**src/rtl/mips_pkg.sv**
```systemverilog
// Shared types and encodings for the multicycle MIPS control path:
// FSM state enum, opcode values, datapath mux-select encodings and the
// packed control bundle that the output decoder produces from the state.
package mips_pkg;

    typedef enum logic [3:0] {
        S_FETCH  = 4'd0,
        S_DECODE = 4'd1,
        S_MEMADR = 4'd2,
        S_MEMRD  = 4'd3,
        S_MEMWB  = 4'd4,
        S_MEMWR  = 4'd5,
        S_EXEC   = 4'd6,
        S_ALUWB  = 4'd7,
        S_BRANCH = 4'd8,
        S_ADDIEX = 4'd9,
        S_ADDIWB = 4'd10,
        S_JUMP   = 4'd11
    } state_t;

    // Opcode field values
    localparam logic [5:0] OP_LW    = 6'h23;
    localparam logic [5:0] OP_SW    = 6'h2B;
    localparam logic [5:0] OP_RTYPE = 6'h00;
    localparam logic [5:0] OP_BEQ   = 6'h04;
    localparam logic [5:0] OP_ADDI  = 6'h08;
    localparam logic [5:0] OP_J     = 6'h02;

    // ALU operand B select
    localparam logic [1:0] SRCB_REGB  = 2'b00;
    localparam logic [1:0] SRCB_FOUR  = 2'b01;
    localparam logic [1:0] SRCB_IMM   = 2'b10;
    localparam logic [1:0] SRCB_IMMSH = 2'b11;

    // ALU operation class
    localparam logic [1:0] ALUOP_ADD   = 2'b00;
    localparam logic [1:0] ALUOP_SUB   = 2'b01;
    localparam logic [1:0] ALUOP_FUNCT = 2'b10;

    // Next-PC source select
    localparam logic [1:0] PCSRC_ALU    = 2'b00;
    localparam logic [1:0] PCSRC_ALUOUT = 2'b01;
    localparam logic [1:0] PCSRC_JUMP   = 2'b10;

    // Moore control bundle; pc_write/branch are combined into pc_en by the top
    typedef struct packed {
        logic       iord;
        logic       mem_write;
        logic       ir_write;
        logic       reg_dst;
        logic       mem_to_reg;
        logic       reg_write;
        logic       alu_src_a;
        logic [1:0] alu_src_b;
        logic [1:0] alu_op;
        logic [1:0] pc_src;
        logic       pc_write;
        logic       branch;
    } ctrl_t;

endpackage

```
**src/rtl/mips_mc_outdec.sv**
```systemverilog
// Output decoder: maps the FSM state to the datapath control bundle.
// Ports: state_i (current, reset-adjusted state) -> ctrl_o (selects/enables).
// Purely combinational; anything not listed for a state is driven 0.
module mips_mc_outdec
    import mips_pkg::*;
(
    input  state_t state_i,
    output ctrl_t  ctrl_o
);

    always_comb begin
        ctrl_o = '0;
        case (state_i)
            S_FETCH: begin
                ctrl_o.alu_src_b = SRCB_FOUR;
                ctrl_o.alu_op    = ALUOP_ADD;
                ctrl_o.pc_src    = PCSRC_ALU;
                // Both are further qualified by mem_ready in the top
                ctrl_o.ir_write  = 1'b1;
                ctrl_o.pc_write  = 1'b1;
            end
            S_DECODE: begin
                // Precompute the branch target into ALUOut
                ctrl_o.alu_src_b = SRCB_IMMSH;
                ctrl_o.alu_op    = ALUOP_ADD;
            end
            S_MEMADR: begin
                ctrl_o.alu_src_a = 1'b1;
                ctrl_o.alu_src_b = SRCB_IMM;
                ctrl_o.alu_op    = ALUOP_ADD;
            end
            S_MEMRD: begin
                ctrl_o.iord = 1'b1;
            end
            S_MEMWB: begin
                ctrl_o.mem_to_reg = 1'b1;
                ctrl_o.reg_write  = 1'b1;
            end
            S_MEMWR: begin
                ctrl_o.iord      = 1'b1;
                ctrl_o.mem_write = 1'b1;
            end
            S_EXEC: begin
                ctrl_o.alu_src_a = 1'b1;
                ctrl_o.alu_src_b = SRCB_REGB;
                ctrl_o.alu_op    = ALUOP_FUNCT;
            end
            S_ALUWB: begin
                ctrl_o.reg_dst   = 1'b1;
                ctrl_o.reg_write = 1'b1;
            end
            S_BRANCH: begin
                ctrl_o.alu_src_a = 1'b1;
                ctrl_o.alu_src_b = SRCB_REGB;
                ctrl_o.alu_op    = ALUOP_SUB;
                ctrl_o.pc_src    = PCSRC_ALUOUT;
                ctrl_o.branch    = 1'b1;
            end
            S_ADDIEX: begin
                ctrl_o.alu_src_a = 1'b1;
                ctrl_o.alu_src_b = SRCB_IMM;
                ctrl_o.alu_op    = ALUOP_ADD;
            end
            S_ADDIWB: begin
                ctrl_o.reg_write = 1'b1;
            end
            S_JUMP: begin
                ctrl_o.pc_src   = PCSRC_JUMP;
                ctrl_o.pc_write = 1'b1;
            end
            default: ctrl_o = '0;
        endcase
    end

endmodule

```
**src/rtl/mips_mc_ctrl.sv**
```systemverilog
// Main control FSM of the multicycle MIPS core plus retired-instruction counter.
// Ports: clk/reset_n (sync, active-low), op/zero/mem_ready in; datapath
// selects, write enables, illegal_op pulse and instr_retired count out.
module mips_mc_ctrl
    import mips_pkg::*;
#(
    parameter int CNT_W = 32
) (
    input  logic             clk,
    input  logic             reset_n,
    input  logic [5:0]       op,
    input  logic             zero,
    input  logic             mem_ready,
    output logic             IorD,
    output logic             MemWrite,
    output logic             IRWrite,
    output logic             RegDst,
    output logic             MemtoReg,
    output logic             RegWrite,
    output logic             ALUSrcA,
    output logic [1:0]       ALUSrcB,
    output logic [1:0]       ALUOp,
    output logic [1:0]       PCSrc,
    output logic             pc_en,
    output logic             illegal_op,
    output logic [CNT_W-1:0] instr_retired
);

    state_t           state_q, state_d;
    logic [CNT_W-1:0] cnt_q, cnt_d;
    logic             retire;
    logic             illegal_dec;
    state_t           dec_state;
    ctrl_t            ctrl;
    logic             mem_gate;

    // Next-state logic
    always_comb begin
        state_d     = state_q;
        retire      = 1'b0;
        illegal_dec = 1'b0;
        case (state_q)
            S_FETCH: begin
                if (mem_ready) state_d = S_DECODE;
            end
            S_DECODE: begin
                case (op)
                    OP_LW, OP_SW: state_d = S_MEMADR;
                    OP_RTYPE:     state_d = S_EXEC;
                    OP_BEQ:       state_d = S_BRANCH;
                    OP_ADDI:      state_d = S_ADDIEX;
                    OP_J:         state_d = S_JUMP;
                    default: begin
                        state_d     = S_FETCH;
                        illegal_dec = 1'b1;
                    end
                endcase
            end
            S_MEMADR: begin
                if (op == OP_LW)      state_d = S_MEMRD;
                else if (op == OP_SW) state_d = S_MEMWR;
                else                  state_d = S_FETCH;
            end
            S_MEMRD: begin
                if (mem_ready) state_d = S_MEMWB;
            end
            S_MEMWB: begin
                state_d = S_FETCH;
                retire  = 1'b1;
            end
            S_MEMWR: begin
                if (mem_ready) begin
                    state_d = S_FETCH;
                    retire  = 1'b1;
                end
            end
            S_EXEC:   state_d = S_ALUWB;
            S_ALUWB: begin
                state_d = S_FETCH;
                retire  = 1'b1;
            end
            S_BRANCH: begin
                state_d = S_FETCH;
                retire  = 1'b1;
            end
            S_ADDIEX: state_d = S_ADDIWB;
            S_ADDIWB: begin
                state_d = S_FETCH;
                retire  = 1'b1;
            end
            S_JUMP: begin
                state_d = S_FETCH;
                retire  = 1'b1;
            end
            default:  state_d = S_FETCH;
        endcase
    end

    // Wraps naturally at 2^CNT_W
    always_comb begin
        cnt_d = cnt_q;
        if (retire) cnt_d = cnt_q + CNT_W'(1);
    end

    always_ff @(posedge clk) begin
        if (!reset_n) begin
            state_q <= S_FETCH;
            cnt_q   <= '0;
        end else begin
            state_q <= state_d;
            cnt_q   <= cnt_d;
        end
    end

    // While reset is held the state register may not have reached FETCH
    // yet, so decode as FETCH directly to present FETCH selects at once.
    assign dec_state = reset_n ? state_q : S_FETCH;

    mips_mc_outdec u_outdec (
        .state_i (dec_state),
        .ctrl_o  (ctrl)
    );

    // Only the FETCH enables wait on memory; JUMP's PC write is unconditional.
    assign mem_gate = (dec_state != S_FETCH) | mem_ready;

    assign IorD          = ctrl.iord;
    assign RegDst        = ctrl.reg_dst;
    assign MemtoReg      = ctrl.mem_to_reg;
    assign ALUSrcA       = ctrl.alu_src_a;
    assign ALUSrcB       = ctrl.alu_src_b;
    assign ALUOp         = ctrl.alu_op;
    assign PCSrc         = ctrl.pc_src;
    assign IRWrite       = reset_n & ctrl.ir_write & mem_gate;
    assign MemWrite      = reset_n & ctrl.mem_write;
    assign RegWrite      = reset_n & ctrl.reg_write;
    assign pc_en         = reset_n & ((ctrl.pc_write & mem_gate) | (ctrl.branch & zero));
    assign illegal_op    = reset_n & illegal_dec;
    assign instr_retired = cnt_q;

endmodule

```
**config.mk**
```make
export PLATFORM = sky130hd
export DESIGN_NAME = mips_mc_ctrl
export DESIGN_NICKNAME = d
export VERILOG_FILES = /design/src/rtl/mips_pkg.sv /design/src/rtl/mips_mc_outdec.sv /design/src/rtl/mips_mc_ctrl.sv
export SDC_FILE = /design/constraint.sdc
export NUM_CORES = 1
export LEC_CHECK = 0
export ABC_CLOCK_PERIOD_IN_PS = 5000
export CORE_ASPECT_RATIO = 1.2
export CORE_MARGIN = 4
export CORE_UTILIZATION = 52
export DETAILED_ROUTE_END_ITERATION = 7
export PLACE_DENSITY = 0.85
export SYNTH_ARGS = -nofsm -noshare
export SYNTH_HDL_FRONTEND = slang
export SYNTH_SLANG_ARGS = --single-unit
```
**constraint.sdc**
```tcl
create_clock -name clk -period 5 [get_ports clk]
set_clock_uncertainty 0.2 [all_clocks]
set_input_delay 0.5 -clock clk [delete_from_list [all_inputs] [get_ports clk]]
set_output_delay 0.5 -clock clk [all_outputs]
set_load 0.1 [all_outputs]
```
; ---- Word level (Yosys, flattened, before mapping)
; Cells that the tools add are included.
[totals]
ff_bits = 36
in_bits = 10
output_inout_bits = 47
[op_classes]
add_sub_neg = 1
eq_ne = 30
muxes = 23
bitwise_logic = 10
reduce_logical = 13
[op_table]
columns = cell, count
row1 = $pmux W4 S5, 2
row2 = $add A32 B1 Y32 const B, 1
row3 = $eq A4 B3 Y1 const B, 8
row4 = $eq A4 B4 Y1 const B, 8
row5 = $pmux W4 S7, 1
row6 = $eq A4 B2 Y1 const B, 4
row7 = $mux W4, 4
row8 = $eq A6 B6 Y1 const B, 2
row9 = $mux W1, 12
row10 = $and A1 B1 Y1, 8
row11 = $eq A4 B1 Y1 const B, 2
row12 = $logic_not A4 Y1, 2
row13 = $reduce_or A2 Y1, 4
row14 = $eq A6 B2 Y1 const B, 1
row15 = $eq A6 B3 Y1 const B, 1
row16 = $eq A6 B4 Y1 const B, 1
row17 = $logic_not A6 Y1, 1
row18 = $mux W3, 2
row19 = $ne A2 B2 Y1 const B, 3
row20 = $reduce_or A6 Y1, 1
row21 = $reduce_or A5 Y1, 1
row22 = $pmux W2 S2, 1
row23 = $reduce_bool A4 Y1, 1
row24 = $reduce_or A4 Y1, 1
row25 = other kinds (4), 5

; ---- Depth between registers and ports, before layout
; Gate-level depths: netlist of the first run.
[depth]
word_depth = 7
depth_mapped = 10
depth_no_buf = 5

; ---- Modules after synthesis
; From an unflattened synthesis of the first run, not the netlist that was laid out.
[unflattened]
hier_cells = 283
area_unflattened_um2 = 2308.5
[modules_own_cells]
columns = module, n_inst, cells_per_inst, area_each_um2, seq_area_each_um2
row1 = mips_mc_ctrl, 1, 256, 2148.3, 720.7
row2 = mips_mc_outdec, 1, 27, 160.2, 0.0

; ---- Worst setup path before layout of the first run
; Ideal clock, no wire load.
[synth_path]
kind = input to output
from = input op[3]
to = output illegal_op
t_arrival_ps = 5571
t_required_ps = 4300
setup_slack_ps = -1271
cell_stages = 4
path_cell_list = clkbuf_1 > o31a_1 > nor3_1 > a2111oi_0
[synth_via]
elab_chain_len = 5
word_cells_on_any_way = 10
[synth_rtl]
columns = element, line_no
row1 = from (decl), mips_mc_ctrl.sv:11  ; input logic [5:0] op,
row2 = $eq A6 B6 Y1 (tied with other cells), mips_mc_ctrl.sv:47  ; case (op)
row3 = $reduce_or A6 Y1 (no source line) *, --
row4 = $mux W1 *, mips_mc_ctrl.sv:47
row5 = $mux W1 *, mips_mc_ctrl.sv:42  ; case (state_q)
row6 = $and A1 B1 Y1 *, mips_mc_ctrl.sv:138  ; assign illegal_op = reset_n & illegal_dec;
row7 = to (decl), mips_mc_ctrl.sv:25  ; output logic illegal_op,
; Every way passes the cells marked *; elsewhere a longest branch is shown, timed or not.

; ---- Worst setup path in the final report of the first run
[layout_path]
from = input reset_n
to = output IorD
[layout_via]
elab_chain_len = 4
word_cells_on_any_way = 5
[layout_rtl]
columns = element, line_no
row1 = from (decl), mips_mc_ctrl.sv:10  ; input logic reset_n,
row2 = $mux W4 *, mips_mc_ctrl.sv:117  ; assign dec_state = reset_n ? state_q : S_FETCH;
row3 = $eq A4 B2 Y1 / $eq A4 B3 Y1 (equally long branches), mips_mc_outdec.sv:13  ; case (state_i)
row4 = $reduce_or A2 Y1 (no source line) *, --
row5 = $mux W1 *, mips_mc_outdec.sv:13
row6 = to (decl), mips_mc_ctrl.sv:14  ; output logic IorD,
; Marked as above.

==> run_results.csv, run 1 <==
group,metric,value,unit
logic_synthesis,yosys-mux-area-fraction,0,
timing,finalHoldViolCount,0,
pwr,comb_power_share,0.097,
timing,max_freq,268,MHz
logic_synthesis,dominant_combinational_cell_family_by_area_after_synthesis,"simple AND/OR/NAND/NOR gates",
timing,max_slew.worst_pin.slew,981,ps
logic_synthesis,most_common_cell_in_the_synthesized_netlist,"sky130_fd_sc_hd__nor2_1",
logic_synthesis,synth.distinct_cells,45,
status,status,"complete, no violations",
critical_path,startpoint_type,"input pin",
placed_design,gp_routability_congestion,0.884,
clocking,worst_setup_hold_path_clk_slew,60,ps
routing,routed-via-count,2232,
floorplan,dieHeight,78.3,um
routing,routedWlPerCell,14.8,um
clocking,clockRootBuffer,"sky130_fd_sc_hd__clkbuf_8",
timing,rsz0062_at_grt,"false",
routing,first_iter_violations,158,
logic_synthesis,yosysSeqAreaShare,0.337,
timing,finalSetupTns,0,ps
layout,layout-area-overhead-vs-synth,28.8,%
layout,layout.nets,332,
logic_synthesis,synthCells,277,
critical_path,crit_type,"input pin to output port",
routing,route.final.wire_length,5560,um
floorplan,rows,25,
pwr,cellInternalPower,0.416,mW
critical_path,r2r_setup_slack,1930,ps
logic_synthesis,syn_area_per_cell,7.72,um2
worst_hold_path,timing.hold.worst.class,"flip-flop to flip-flop",
timing,smallest_hold_slack,285,ps
critical_path,timing.critical_path.to_type,"output port",
pwr,p_sw,0.143,mW
critical_path,worst-r2r-cell-count,5,
worst_hold_path,min_from,"instr_retired[31]",
floorplan,pin_count,57,
logic_synthesis,xor_xnor_fraction_of_synth_area,0.0982,
pwr,power.switching_fraction,0.256,
logic_synthesis,synth_compound_gate_area_share,0.127,
grt,grt_residual_overflow,0,
grt,grt_first_pass_wirelength,9310,um
pwr,power.static_leakage,0.860,nW
worst_hold_path,timing.hold.worst_endpoint,"instr_retired[31]",
floorplan,area_of_the_die,0.00521,mm2
grt,antenna_found_initial,0,
logic_synthesis,synth-adder-area-share,0.00585,
critical_path,cp_data_required_time,4300,ps
floorplan,chip_width,66.6,um
timing,max-slew-margin-rel,0.344,
critical_path,regToRegStartpoint,"state_q[1]",
logic_synthesis,postSynthRegisterBits,36,
grt,grtUsageTotal,0.223,
layout,antennaDiodeCount,0,
clocking,cts_made_buffers,5,
critical_path,cp_data_arrival_time,3030,ps
job,maxCapViolations,0,
pwr,vdd_drop_max,0.000152,V
clocking,hold_buffers_post_cts,0,
logic_synthesis,synthesis.yosys.warnings,0,
routing,detail_route.vias_per_cell,5.94,
routing,drt.antenna.violating_nets,0,
clocking,numClockSinks,36,
logic_synthesis,synth-async-reset-ratio,0,
placed_design,hpwlAfterDp,3970,um
clocking,postCtsSetupRepairBufs,0,
placed_design,buffer_ports.inserted,56,
clocking,tritoncts,"built",
logic_synthesis,synth_area_leaders,"sky130_fd_sc_hd__dfxtp_1, sky130_fd_sc_hd__xnor2_1, sky130_fd_sc_hd__nor2_1, sky130_fd_sc_hd__nand2_1, sky130_fd_sc_hd__a21oi_1",
clocking,insertion_delay,290,ps
logic_synthesis,synth_top_area_cell,"sky130_fd_sc_hd__dfxtp_1",
clocking,h-tree-depth,2,
logic_synthesis,post_synth_instance_area,0.00214,mm2
logic_synthesis,synthDominantCellAreaShare,0.337,
logic_synthesis,synth.cells.most_frequent,"sky130_fd_sc_hd__nor2_1, sky130_fd_sc_hd__dfxtp_1, sky130_fd_sc_hd__nand2_1, sky130_fd_sc_hd__xnor2_1, sky130_fd_sc_hd__a21oi_1",
worst_hold_path,hold_depth,2,
timing,final_min_period_over_clock_period,0.746,
critical_path,critPathMaxFanout,37,
timing,maxSlewViolCount,0,
pwr,power.share.clock,0.383,
logic_synthesis,yosys.area_share.simple,0.376,
clocking,cts.path.max_buffers,2,
layout,final_layout_size_suffix_gt1_frac,0.0373,
routing,post-route-drc-count,0,
pwr,seqPwrFrac,0.520,
timing,setup_viol_count_final,0,
grt,grt_max_degree,38,
grt,grt_pass1_vias,2037,
routing,drt-pass1-iter-count,4,
pwr,pwr_density_cell,203,mW/mm2
critical_path,r2r_end,"instr_retired[22]",
timing,period_minus_slack,3730,ps
logic_synthesis,syn_nets,288,
floorplan,initial_core_util,0.543,
logic_synthesis,top_flip_flop_cell_by_instance_count_after_synthesis,"sky130_fd_sc_hd__dfxtp_1",
logic_synthesis,count_of_flip_flops_with_a_built_in_enable_after_synthesis,0,
clocking,post_cts.resized_instances,0,
floorplan,core_area,0.00394,mm2
layout,filler_cell_count,362,
-- logic make-up (layout without fill, tap and decap cells) --
group / Yosys count / in the layout
flops: 36 / 36
compound gates: 44 / 44
fa+ha+maj: 1 / 1
buf+inv: 22 / 67
xor+xnor: 24 / 24
simple gates: 150 / 150
-- area by class of cell --
| cell class | count | area, um2 | share of cell area |
|---|---|---|---|
| clock inverters | 1 | 7.51 | 0.00272 |
| inverters | 3 | 11.3 | 0.00409 |
| multi-input cells | 219 | 1300 | 0.472 |
| repair buffers | 56 | 561 | 0.203 |
| well taps | 54 | 67.6 | 0.0245 |
| flip-flops and latches | 36 | 721 | 0.262 |
| clock buffers | 7 | 86.3 | 0.0313 |
-- power groups by stage --
stage | combinational [mW] | sequential, mW | clock (mW)
after detailed placement | 0.0541 | 0.297 | 0
after global routing | 0.0579 | 0.291 | 0.229
final | 0.0544 | 0.291 | 0.215
after CTS | 0.0543 | 0.291 | 0.220
after global placement | 0.0539 | 0.297 | 0
after floorplan | 0.0402 | 0.295 | 0
-- worst max-delay path by stage --
stage	start	slack, ps	end	cells past startpoint
floorplan	op[3]	100	illegal_op	4
global placement	mem_ready	1330	pc_en	7
detailed placement	reset_n	1280	IorD	5
CTS	reset_n	1280	IorD	5
global route	mem_ready	1170	pc_en	7
finish	reset_n	1270	IorD	5
-- per-stage QoR --
step | power [mW] | instances | worst slack [ps] | utilization | instance area [um2]
2_1_floorplan | 0.336 | 277 | 103 | - | 2140
3_3_place_gp | 0.351 | 368 | 1330 | 0.675 | 2660
3_5_place_dp | 0.351 | 368 | 1280 | 0.675 | 2660
4_1_cts | 0.565 | 376 | 1280 | 0.699 | 2760
5_1_grt | 0.578 | 376 | 1170 | 0.699 | 2760
6_report | 0.560 | 376 | 1270 | 0.699 | 2760
-- state kept, by name (all words and copies together), names as in the netlist --
signal and cells:
instr_retired 32, state_q 4
-- worst max-delay path, stage by stage --
cell and delay (ps):
sky130_fd_sc_hd__clkdlybuf4s50_1 650, sky130_fd_sc_hd__inv_2 320, sky130_fd_sc_hd__nor2_1 240, sky130_fd_sc_hd__and3_1 180, sky130_fd_sc_hd__clkdlybuf4s50_1 1130
-- cell usage in the layout, fill, tap and decap left out, drive strengths merged, types with 10 or more instances in the layout --
cell type       n
a21oi          16
clkdlybuf4s50  56
dfxtp          36
nand2          23
nand3          13
nand4          11
nor2           40
nor3           11
nor4           10
o21ai          11
xnor2          19
-- per-layer routing --
| metal | track usage | wire, um | vias to the layer above |
|---|---|---|---|
| met5 | 0 | 0 | - |
| met4 | 0.0894 | 123 | 0 |
| met3 | 0.0429 | 230 | 11 |
| met2 | 0.381 | 2840 | 68 |
| met1 | 0.268 | 2370 | 1064 |
| li1 | - | - | 1089 |
Note: power is estimated with default switching activity, not from simulation.
==> inputs of run 2 (changes only) <==
--- a/config.mk
+++ b/config.mk
@@ -5,12 +5,12 @@
 export SDC_FILE = /design/constraint.sdc
 export NUM_CORES = 1
 export LEC_CHECK = 0
-export ABC_CLOCK_PERIOD_IN_PS = 5000
+export ABC_CLOCK_PERIOD_IN_PS = 3300
 export CORE_ASPECT_RATIO = 1.2
 export CORE_MARGIN = 4
-export CORE_UTILIZATION = 52
+export CORE_UTILIZATION = 44
 export DETAILED_ROUTE_END_ITERATION = 7
-export PLACE_DENSITY = 0.85
+export PLACE_DENSITY = 0.77
 export SYNTH_ARGS = -nofsm -noshare
 export SYNTH_HDL_FRONTEND = slang
 export SYNTH_SLANG_ARGS = --single-unit
==> constraint.sdc (replaced) <==
create_clock -name clk -period 3.3 [get_ports clk]
set_clock_uncertainty 0.2 [all_clocks]
set_input_delay 0.33 -clock clk [delete_from_list [all_inputs] [get_ports clk]]
set_output_delay 0.33 -clock clk [all_outputs]
set_load 0.1 [all_outputs]
==> run 2 against run 1 <==
Compared with the run above: total power rose by 47%; register-to-register slack got worse by 1300 ps; worst hold slack improved by 5.9 ps; routed wire length fell by 2.6%; via count is 3.4% lower; sequential share of layout area grew 0.42 points; combinational power up 57%; design area shrank 1.6%; core utilization is 12 points lower; critical path depth grew 1; cell count is 1.3% higher; critical path type is now input pin to flip-flop; largest power group unchanged.
==> run_results.csv, run 2 (same netlist as run 1, synthesis figures left out) <==
group,metric,value,unit
status,status,"complete, no violations",
clocking,h-tree-depth,2,
timing,fin_ws,653,ps
critical_path,crit_type,"input pin to flip-flop",
critical_path,worst-r2r-cell-count,5,
floorplan,initial_core_util,0.459,
clocking,numClockSinks,36,
clocking,cts.path.max_buffers,2,
placed_design,place_area,0.00263,mm2
clocking,hold_buffers_post_cts,0,
routing,routedWlPerCell,14.2,um
clocking,clockRootBuffer,"sky130_fd_sc_hd__clkbuf_8",
routing,drt.antenna.violating_nets,0,
grt,grt_max_degree,38,
grt,grt_residual_overflow,0,
clocking,cts_made_buffers,5,
layout,postLayoutCellArea,0.00271,mm2
timing,rsz0062_at_grt,"false",
critical_path,critPathMaxFanout,17,
timing,setup_viol_count_final,0,
placed_design,hpwlAfterDp,3920,um
timing,finalSetupTns,0,ps
clocking,worst_setup_hold_path_clk_slew,70,ps
layout,antennaDiodeCount,0,
routing,post-route-drc-count,0,
timing,max_slew.worst_pin.slew,980,ps
routing,route.final.wire_length,5420,um
clocking,tritoncts,"built",
job,maxCapViolations,0,
pwr,power.static_leakage,0.955,nW
layout,layout.nets,334,
critical_path,startpoint_type,"input pin",
critical_path,timing.critical_path.to_type,"flip-flop",
timing,period_minus_slack,2650,ps
layout,filler_cell_count,458,
layout,largest_register_ff_count,32,
layout,layout_common_cells,"sky130_fd_sc_hd__nor2_1, sky130_fd_sc_hd__buf_4, sky130_fd_sc_hd__dfxtp_1, sky130_fd_sc_hd__nand2_1, sky130_fd_sc_hd__xnor2_1",
placed_design,buffer_ports.inserted,56,
routing,detail_route.vias_per_cell,5.66,
pwr,design_power_total,0.821,mW
floorplan,area_of_the_die,0.00605,mm2
routing,first_iter_violations,149,
floorplan,core_area,0.00466,mm2
grt,grtUsageTotal,0.189,
floorplan,pin_count,57,
critical_path,cp_data_arrival_time,2660,ps
pwr,vdd_drop_max,0.000166,V
floorplan,dieHeight,84.4,um
pwr,pwr_density_cell,303,mW/mm2
timing,maxSlewViolCount,0,
critical_path,cp_data_required_time,3310,ps
worst_hold_path,timing.hold.worst.class,"flip-flop to flip-flop",
grt,grt_first_pass_wirelength,9470,um
grt,antenna_found_initial,0,
layout,final_layout_size_suffix_gt1_frac,0.176,
timing,finalHoldViolCount,0,
timing,max-slew-margin-rel,0.345,
placed_design,dpl_worst_slack,362,ps
timing,max_freq,378,MHz
floorplan,chip_width,71.7,um
clocking,postCtsSetupRepairBufs,0,
layout,layout-area-overhead-vs-synth,26.7,%
placed_design,gp_routability_congestion,0.853,
grt,grt_pass1_vias,2107,
floorplan,rows,27,
clocking,insertion_delay,290,ps
worst_hold_path,hold_depth,2,
timing,final_min_period_over_clock_period,0.802,
routing,drt-pass1-iter-count,4,
routing,routed-via-count,2157,
clocking,post_cts.resized_instances,0,
layout,leading_cell_type_in_the_layout_fill_and_taps_excluded,"sky130_fd_sc_hd__nor2_1",
[run 2: cell types whose count changed in the layout (fill, tap and decap cells not counted), moves of 2 or more]
cell | before | now
sky130_fd_sc_hd__clkdlybuf4s50_1 | 56 | 17
sky130_fd_sc_hd__o31ai_2 | 0 | 2
sky130_fd_sc_hd__nor3_2 | 0 | 2
sky130_fd_sc_hd__buf_12 | 0 | 2
sky130_fd_sc_hd__o31ai_1 | 6 | 4
sky130_fd_sc_hd__buf_4 | 0 | 39
sky130_fd_sc_hd__nor3_1 | 11 | 9
[run 2: final timing paths]
check                    start                end  slack [ps]
max reg2reg         state_q[2]  instr_retired[22]         660
min reg2reg  instr_retired[31]  instr_retired[31]         290
min          instr_retired[31]  instr_retired[31]         290
max                  mem_ready  instr_retired[22]         650
[run 2: per-layer routing]
metal / up-vias / part of all wire / global-route usage
li1: 1091 / - / -
met1: 998 / 0.45 / 0.236
met2: 66 / 0.49 / 0.323
met3: 2 / 0.056 / 0.0383
met4: 0 / 0.0085 / 0.0581
met5: - / 0 / 0
[run 2: layout make-up]
type	count	area, um2	area share
multi-input cells	219	1330	0.489
flip-flops and latches	36	721	0.266
repair buffers	58	503	0.186
clock buffers	6	72.6	0.0268
well taps	58	72.6	0.0268
inverters	3	11.3	0.00415
clock inverters	1	5.00	0.00185
[run 2: metrics by stage]
stage          utilization  cells  hold WS (ps)
3_5_place_dp         0.565    374           278
3_3_place_gp         0.565    374           268
5_1_grt              0.582    381           321
6_report             0.582    381           291
2_1_floorplan            -    277           337
4_1_cts              0.582    381           289
[run 2: critical path, stage by stage]
cell and delay (ps):
sky130_fd_sc_hd__clkdlybuf4s50_1 540, sky130_fd_sc_hd__or3b_1 310, sky130_fd_sc_hd__nand2b_4 180, sky130_fd_sc_hd__or3_1 590
sky130_fd_sc_hd__or4_1 560, sky130_fd_sc_hd__a21oi_1 140
[run 2: power by group]
group	switching (mW)	internal (mW)
logic	0.0580	0.0276
clock network	0.151	0.144
registers	0.00477	0.436
